==> config.mk <==
export PLATFORM = sky130hd
export DESIGN_NAME = soc_system_pio_in_db
export DESIGN_NICKNAME = d
export VERILOG_FILES = /design/src/rtl/soc_system_pio_in_db.sv
export SDC_FILE = /design/constraint.sdc
export NUM_CORES = 1
export LEC_CHECK = 0
export ABC_CLOCK_PERIOD_IN_PS = 1700
export CORE_MARGIN = 4
export CORE_UTILIZATION = 25
export CTS_CLUSTER_DIAMETER = 100
export CTS_CLUSTER_SIZE = 28
export DETAILED_ROUTE_END_ITERATION = 10
export DONT_BUFFER_PORTS = 1
export MAX_ROUTING_LAYER = met4
export PLACE_DENSITY = 0.39
export SYNTH_ARGS = -nofsm -noshare
export SYNTH_HDL_FRONTEND = slang
export SYNTH_SLANG_ARGS = --single-unit
==> constraint.sdc <==
create_clock -name clk -period 1.7 [get_ports clk]
set_input_delay 0.085 -clock clk [delete_from_list [all_inputs] [get_ports clk]]
set_output_delay 0.085 -clock clk [all_outputs]
set_load 0.01 [all_outputs]
==> src/rtl/soc_system_pio_in_db.sv <==
`default_nettype none
// ============================================================================
//  Module   : soc_system_pio_in_db
//  Purpose  : Avalon-MM input PIO for the HPS lightweight bridge. Samples an
//             asynchronous input bus through a synchroniser chain and an
//             optional per-bit debouncer, captures enabled rising/falling
//             edges (write-1-to-clear) and raises a masked level interrupt.
//  Config   : define PIO_DEBOUNCE_EN to build the per-bit debouncer; without
//             it the synchroniser output feeds edge detection directly.
//  Revision : 1.0 - initial release
// ============================================================================
module soc_system_pio_in_db #(
  parameter int WIDTH       = 10,
  parameter int SYNC_STAGES = 2,
  parameter int DB_CYCLES   = 4
) (
  input  logic             clk,
  input  logic             reset_n,
  input  logic [2:0]       address,
  input  logic             chipselect,
  input  logic             write_n,
  input  logic [31:0]      writedata,
  input  logic [WIDTH-1:0] in_port,
  output logic [31:0]      readdata,
  output logic             irq
);

  // Reject configurations outside the supported range at elaboration time.
  if (WIDTH < 1 || WIDTH > 32 || SYNC_STAGES < 2 || DB_CYCLES < 1) begin : g_bad_params
    $error("soc_system_pio_in_db: parameter out of range");
  end

  // Upper write-data bits are not mapped to any register.
  if (WIDTH < 32) begin : g_unused_wdata
    logic unused_wdata;
    assign unused_wdata = ^writedata[31:WIDTH];
  end

  // Synchroniser: stage 0 in the low WIDTH bits, last stage in the top bits.
  logic [SYNC_STAGES*WIDTH-1:0] sync_q, sync_d;
  logic [WIDTH-1:0]             sync_raw;
  logic [WIDTH-1:0]             db_data;

  assign sync_d   = {sync_q[(SYNC_STAGES-1)*WIDTH-1:0], in_port};
  assign sync_raw = sync_q[SYNC_STAGES*WIDTH-1 -: WIDTH];

  // Shift the asynchronous inputs through the synchroniser chain.
  always_ff @(posedge clk or negedge reset_n) begin
    if (!reset_n) sync_q <= '0;
    else          sync_q <= sync_d;
  end

`ifdef PIO_DEBOUNCE_EN
  localparam int CW = $clog2(DB_CYCLES + 1);

  logic [WIDTH-1:0]         stable_q, stable_d;
  logic [WIDTH-1:0][CW-1:0] cnt_q, cnt_d;

  // A bit only flips after DB_CYCLES consecutive samples disagree with it;
  // any agreeing sample restarts the count.
  always_comb begin
    stable_d = stable_q;
    cnt_d    = cnt_q;
    for (int i = 0; i < WIDTH; i++) begin
      if (sync_raw[i] == stable_q[i]) begin
        cnt_d[i] = '0;
      end else if (cnt_q[i] == CW'(DB_CYCLES - 1)) begin
        stable_d[i] = sync_raw[i];
        cnt_d[i]    = '0;
      end else begin
        cnt_d[i] = cnt_q[i] + CW'(1);
      end
    end
  end

  // Debouncer state; asynchronous reset aborts any count in progress.
  always_ff @(posedge clk or negedge reset_n) begin
    if (!reset_n) begin
      stable_q <= '0;
      cnt_q    <= '0;
    end else begin
      stable_q <= stable_d;
      cnt_q    <= cnt_d;
    end
  end

  assign db_data = stable_q;
`else
  assign db_data = sync_raw;
`endif

  logic [WIDTH-1:0] prev_q, prev_d;
  logic [WIDTH-1:0] rise_en_q, rise_en_d;
  logic [WIDTH-1:0] fall_en_q, fall_en_d;
  logic [WIDTH-1:0] irq_mask_q, irq_mask_d;
  logic [WIDTH-1:0] edge_capture_q, edge_capture_d;
  logic [31:0]      readdata_q, readdata_d;

  logic             wr;
  logic [WIDTH-1:0] wdata;
  logic [WIDTH-1:0] rise, fall;
  logic [WIDTH-1:0] rd_sel;

  // Register writes, edge capture with set-over-clear priority, read mux.
  always_comb begin
    wr    = chipselect & ~write_n;
    wdata = writedata[WIDTH-1:0];
    rise  = db_data & ~prev_q & rise_en_q;
    fall  = ~db_data & prev_q & fall_en_q;

    prev_d     = db_data;
    rise_en_d  = (wr && address == 3'd1) ? wdata : rise_en_q;
    irq_mask_d = (wr && address == 3'd2) ? wdata : irq_mask_q;
    fall_en_d  = (wr && address == 3'd4) ? wdata : fall_en_q;

    edge_capture_d = edge_capture_q;
    if (wr && address == 3'd3) begin
      edge_capture_d = edge_capture_d & ~wdata;
    end
    // New events are ORed in after the clear so a coincident event survives.
    edge_capture_d = edge_capture_d | rise | fall;

    rd_sel = '0;
    case (address)
      3'd0:    rd_sel = db_data;
      3'd1:    rd_sel = rise_en_q;
      3'd2:    rd_sel = irq_mask_q;
      3'd3:    rd_sel = edge_capture_q;
      3'd4:    rd_sel = fall_en_q;
      3'd5:    rd_sel = sync_raw;
      default: rd_sel = '0;
    endcase
    readdata_d = 32'(rd_sel);
  end

  // Control/status registers and the registered read port.
  always_ff @(posedge clk or negedge reset_n) begin
    if (!reset_n) begin
      prev_q         <= '0;
      rise_en_q      <= '0;
      fall_en_q      <= '0;
      irq_mask_q     <= '0;
      edge_capture_q <= '0;
      readdata_q     <= '0;
    end else begin
      prev_q         <= prev_d;
      rise_en_q      <= rise_en_d;
      fall_en_q      <= fall_en_d;
      irq_mask_q     <= irq_mask_d;
      edge_capture_q <= edge_capture_d;
      readdata_q     <= readdata_d;
    end
  end

  assign readdata = readdata_q;
  assign irq      = |(edge_capture_q & irq_mask_q);

endmodule
`default_nettype wire

==> impl_metrics.py <==
metrics = {
    "synth": {
        "syn_inst": 275,
        "synth_seq_cells": 80,
        "synth-seq-area-share_pct": 56.94,
        "ys_warn_count": 0,
        "ys.flop_type": "dfrtp_1",
        "synth_cell_type_count": 31,
        "syn_area_per_cell_um2": 12.78,
        "synth-edff-count": 0,
        "netlist_area_um2": 3516,
        "async_flop_share_pct": 100.0,
    },
    "timing": {
        "period_minus_slack_ns": 1.680,
        "fin_tns_setup_ns": 0,
        "slew_viol_final": 0,
        "hold_viol": 80,
        "setup_viol_count_final": 0,
        "slew_headroom_pct": 59.30,
        "fin_crit_sh_pct": 98.82,
        "rsz0062_at_grt": "no",
        "hold-worst-slack_ns": -0.5549,
        "clock_skew_ns": 0.005662,
        "fmax_mhz": 595.2,
        "setup_slack_ns": 0.01999,
        "worst-slew-pin-transition_ns": 0.6085,
    },
    "run_status": {
        "violations": "negative hold slack",
        "outcome": "complete, but fails checks",
    },
    "cells_and_area": {
        "synthToLayoutAreaGrowth_pct": 22.10,
        "drive_gt1_share_pct": 10.03,
        "fin_cells": 499,
        "final_cell_mix": "dfrtp_1 (80), dlygate4sd3_1 (38), mux2_1 (33), nand2_1 (22), conb_1 (22)",
        "antennaDiodeCount": 0,
        "mostFrequentLayoutCell": "dfrtp_1",
        "nNetsFinal": 364,
        "fill_cells": 1400,
        "final_area_um2": 4293,
    },
    "place": {
        "dpl.hpwl_um": 4747,
        "placed_cell_area_um2": 3617,
        "dp_worst_setup_slack_ns": 0.3348,
        "numPortBuffers": 0,
        "dp.cells": 445,
        "gp_congestion": 0.6999,
    },
    "die": {
        "die_y_um": 126.6,
        "io_pins": 82,
        "die_w_um": 126.6,
        "start_util_pct": 25.43,
        "placementRows": 43,
        "placeableCoreArea_um2": 13830,
        "die_area_um2": 16030,
    },
    "clock_tree": {
        "cts_root_buffer": "clkbuf_16",
        "clkLatencyLatePin_ns": 0.34,
        "cts.reportedPaths.clkPinSlew_ns": 0.05,
        "cts_sinks": 80,
        "clockBufferDepth": 2,
        "cts_made_buffers": 9,
        "htreeDepth": 3,
        "cts-resized-gates": 0,
        "cts_tree": "yes",
    },
    "grt": {
        "grt-ovfl-total": 0,
        "grt_pass1_vias": 2397,
        "grt_pass1_wl_um": 13330,
        "track_usage_pct": 11.36,
        "antenna_found_initial": 0,
        "grt_max_degree": 81,
    },
    "routing": {
        "antenna_left": 0,
        "via_count": 2205,
        "dr.pass1.iters": 4,
        "viasPerCell": 4.419,
        "wl_um": 8215,
        "drt_iter0_markers": 70,
        "wl_per_cell_um": 16.46,
        "drc": 0,
    },
    "critical_path": {
        "cp-start-kind": "primary input",
        "critPathArrivalTime_ns": 1.90,
        "r2r_start": "edge_capture_q[6]$_DFF_PN0_",
        "crit_path_end_kind": "flip-flop",
        "crit_type": "primary input to flip-flop",
        "cp_max_fo": 40,
        "worstPathRequired_ns": 1.92,
        "crit_start": "address[0]",
    },
    "hold_path": {
        "worstHoldPathType": "primary input to asynchronous set/reset pin",
    },
    "pwr": {
        "powerDensity_nw_per_um2": 1131,
        "leakagePower_uw": 0.001791,
        "peakVddDrop_uv": 516.4,
    },
    "job": {
        "drv_cap": 0,
    },
}
==> worst paths after layout <==
kind	cells after the start	to	slack (ns)
worst max register to register	4	readdata[6]$_DFF_PN0_	0.08
max in group asynchronous	0	prev_q[0]$_DFF_PN0_	2.12
worst max-delay path	5	rise_en_q[6]$_DFFE_PN0P_	0.02
min in group clk	2	readdata[7]$_DFF_PN0_	0.01
worst min register to register	0	sync_q[15]$_DFF_PN0_	0.35
worst min-delay path	0	sync_q[8]$_DFF_PN0_	-0.55
==> flip-flops by register name, summed over array words and instances, names as in the netlist <==
register and flops:
readdata 10, fall_en_q 10, sync_q 20, rise_en_q 10
edge_capture_q 10, irq_mask_q 10, prev_q 10
==> metrics by stage <==
stage	hold slack, ns	util (%)	total power (uW)
after floorplan	-0.2106	-	2842
after global placement	-0.2073	26.16	2891
after detailed placement	-0.2075	26.16	2900
after CTS	-0.5822	30.99	4952
after global routing	-0.5836	31.05	5120
final	-0.5549	31.05	4855
==> layer usage <==
metal / up-vias / part of all wire [%] / track usage (%)
met5: - / 0 / -
met4: 0 / 1.1 / 3.785
met3: 7 / 4.8 / 4.253
met2: 49 / 50 / 17.87
met1: 1131 / 44 / 13.48
li1: 1018 / - / -
==> worst max-delay path, cell delays in order <==
cell	delay, ns
dlygate4sd3_1	0.85
nand2b_4	0.07
or3_1	0.38
buf_4	0.20
mux2_4	0.30
==> cell families (layout without fill, tap and decap cells) <==
| group | Yosys count | after routing | synth area share (%) |
|---|---|---|---|
| flops | 80 | 80 | 56.94 |
| compound gates | 56 | 56 | 10.18 |
| mux | 52 | 52 | 17.40 |
| simple gates | 50 | 50 | 8.541 |
| buf+inv | 36 | 59 | 6.833 |
| other cells | 1 | 22 | 0.1067 |
==> timing repair <==
item / CTS / global route
endpoints found under the hold margin: 140 / 81
setup buffers: 0 / 1
setup endpoints to repair: 0 / 1
hold buffers: 38 / 1
==> Yosys cell counts, types with 2 or more instances <==
cell | n | area (um2)
dfrtp_1 | 80 | 2002
mux2_1 | 33 | 371.6
buf_4 | 22 | 165.2
nand2_1 | 22 | 82.58
o21ai_1 | 15 | 75.07
a21oi_1 | 13 | 65.06
mux2_4 | 10 | 150.1
nand3b_1 | 10 | 75.07
o211ai_1 | 10 | 75.07
mux2i_1 | 9 | 90.09
nor3b_1 | 9 | 67.56
a22oi_1 | 6 | 45.04
buf_2 | 6 | 30.03
a211o_1 | 5 | 43.79
clkbuf_1 | 5 | 18.77
o22ai_1 | 3 | 18.77
buf_6 | 2 | 22.52
o221ai_1 | 2 | 17.52
==> area by class of cell <==
| class | instances | area (um2) | share of cell area, % |
|---|---|---|---|
| Sequential cell | 80 | 2002 | 46.63 |
| Multi-Input combinational cell | 180 | 1353 | 31.51 |
| Timing Repair Buffer | 44 | 425.4 | 9.910 |
| Clock buffer | 11 | 242.7 | 5.654 |
| Tap cell | 180 | 225.2 | 5.246 |
| Clock inverter | 4 | 45.04 | 1.049 |
==> report_power, final <==
part,internal (uW),switching [uW]
sequential,2180,203
clock,1160,728
combinational,359,229
Power figures use the tool's default switching activity.
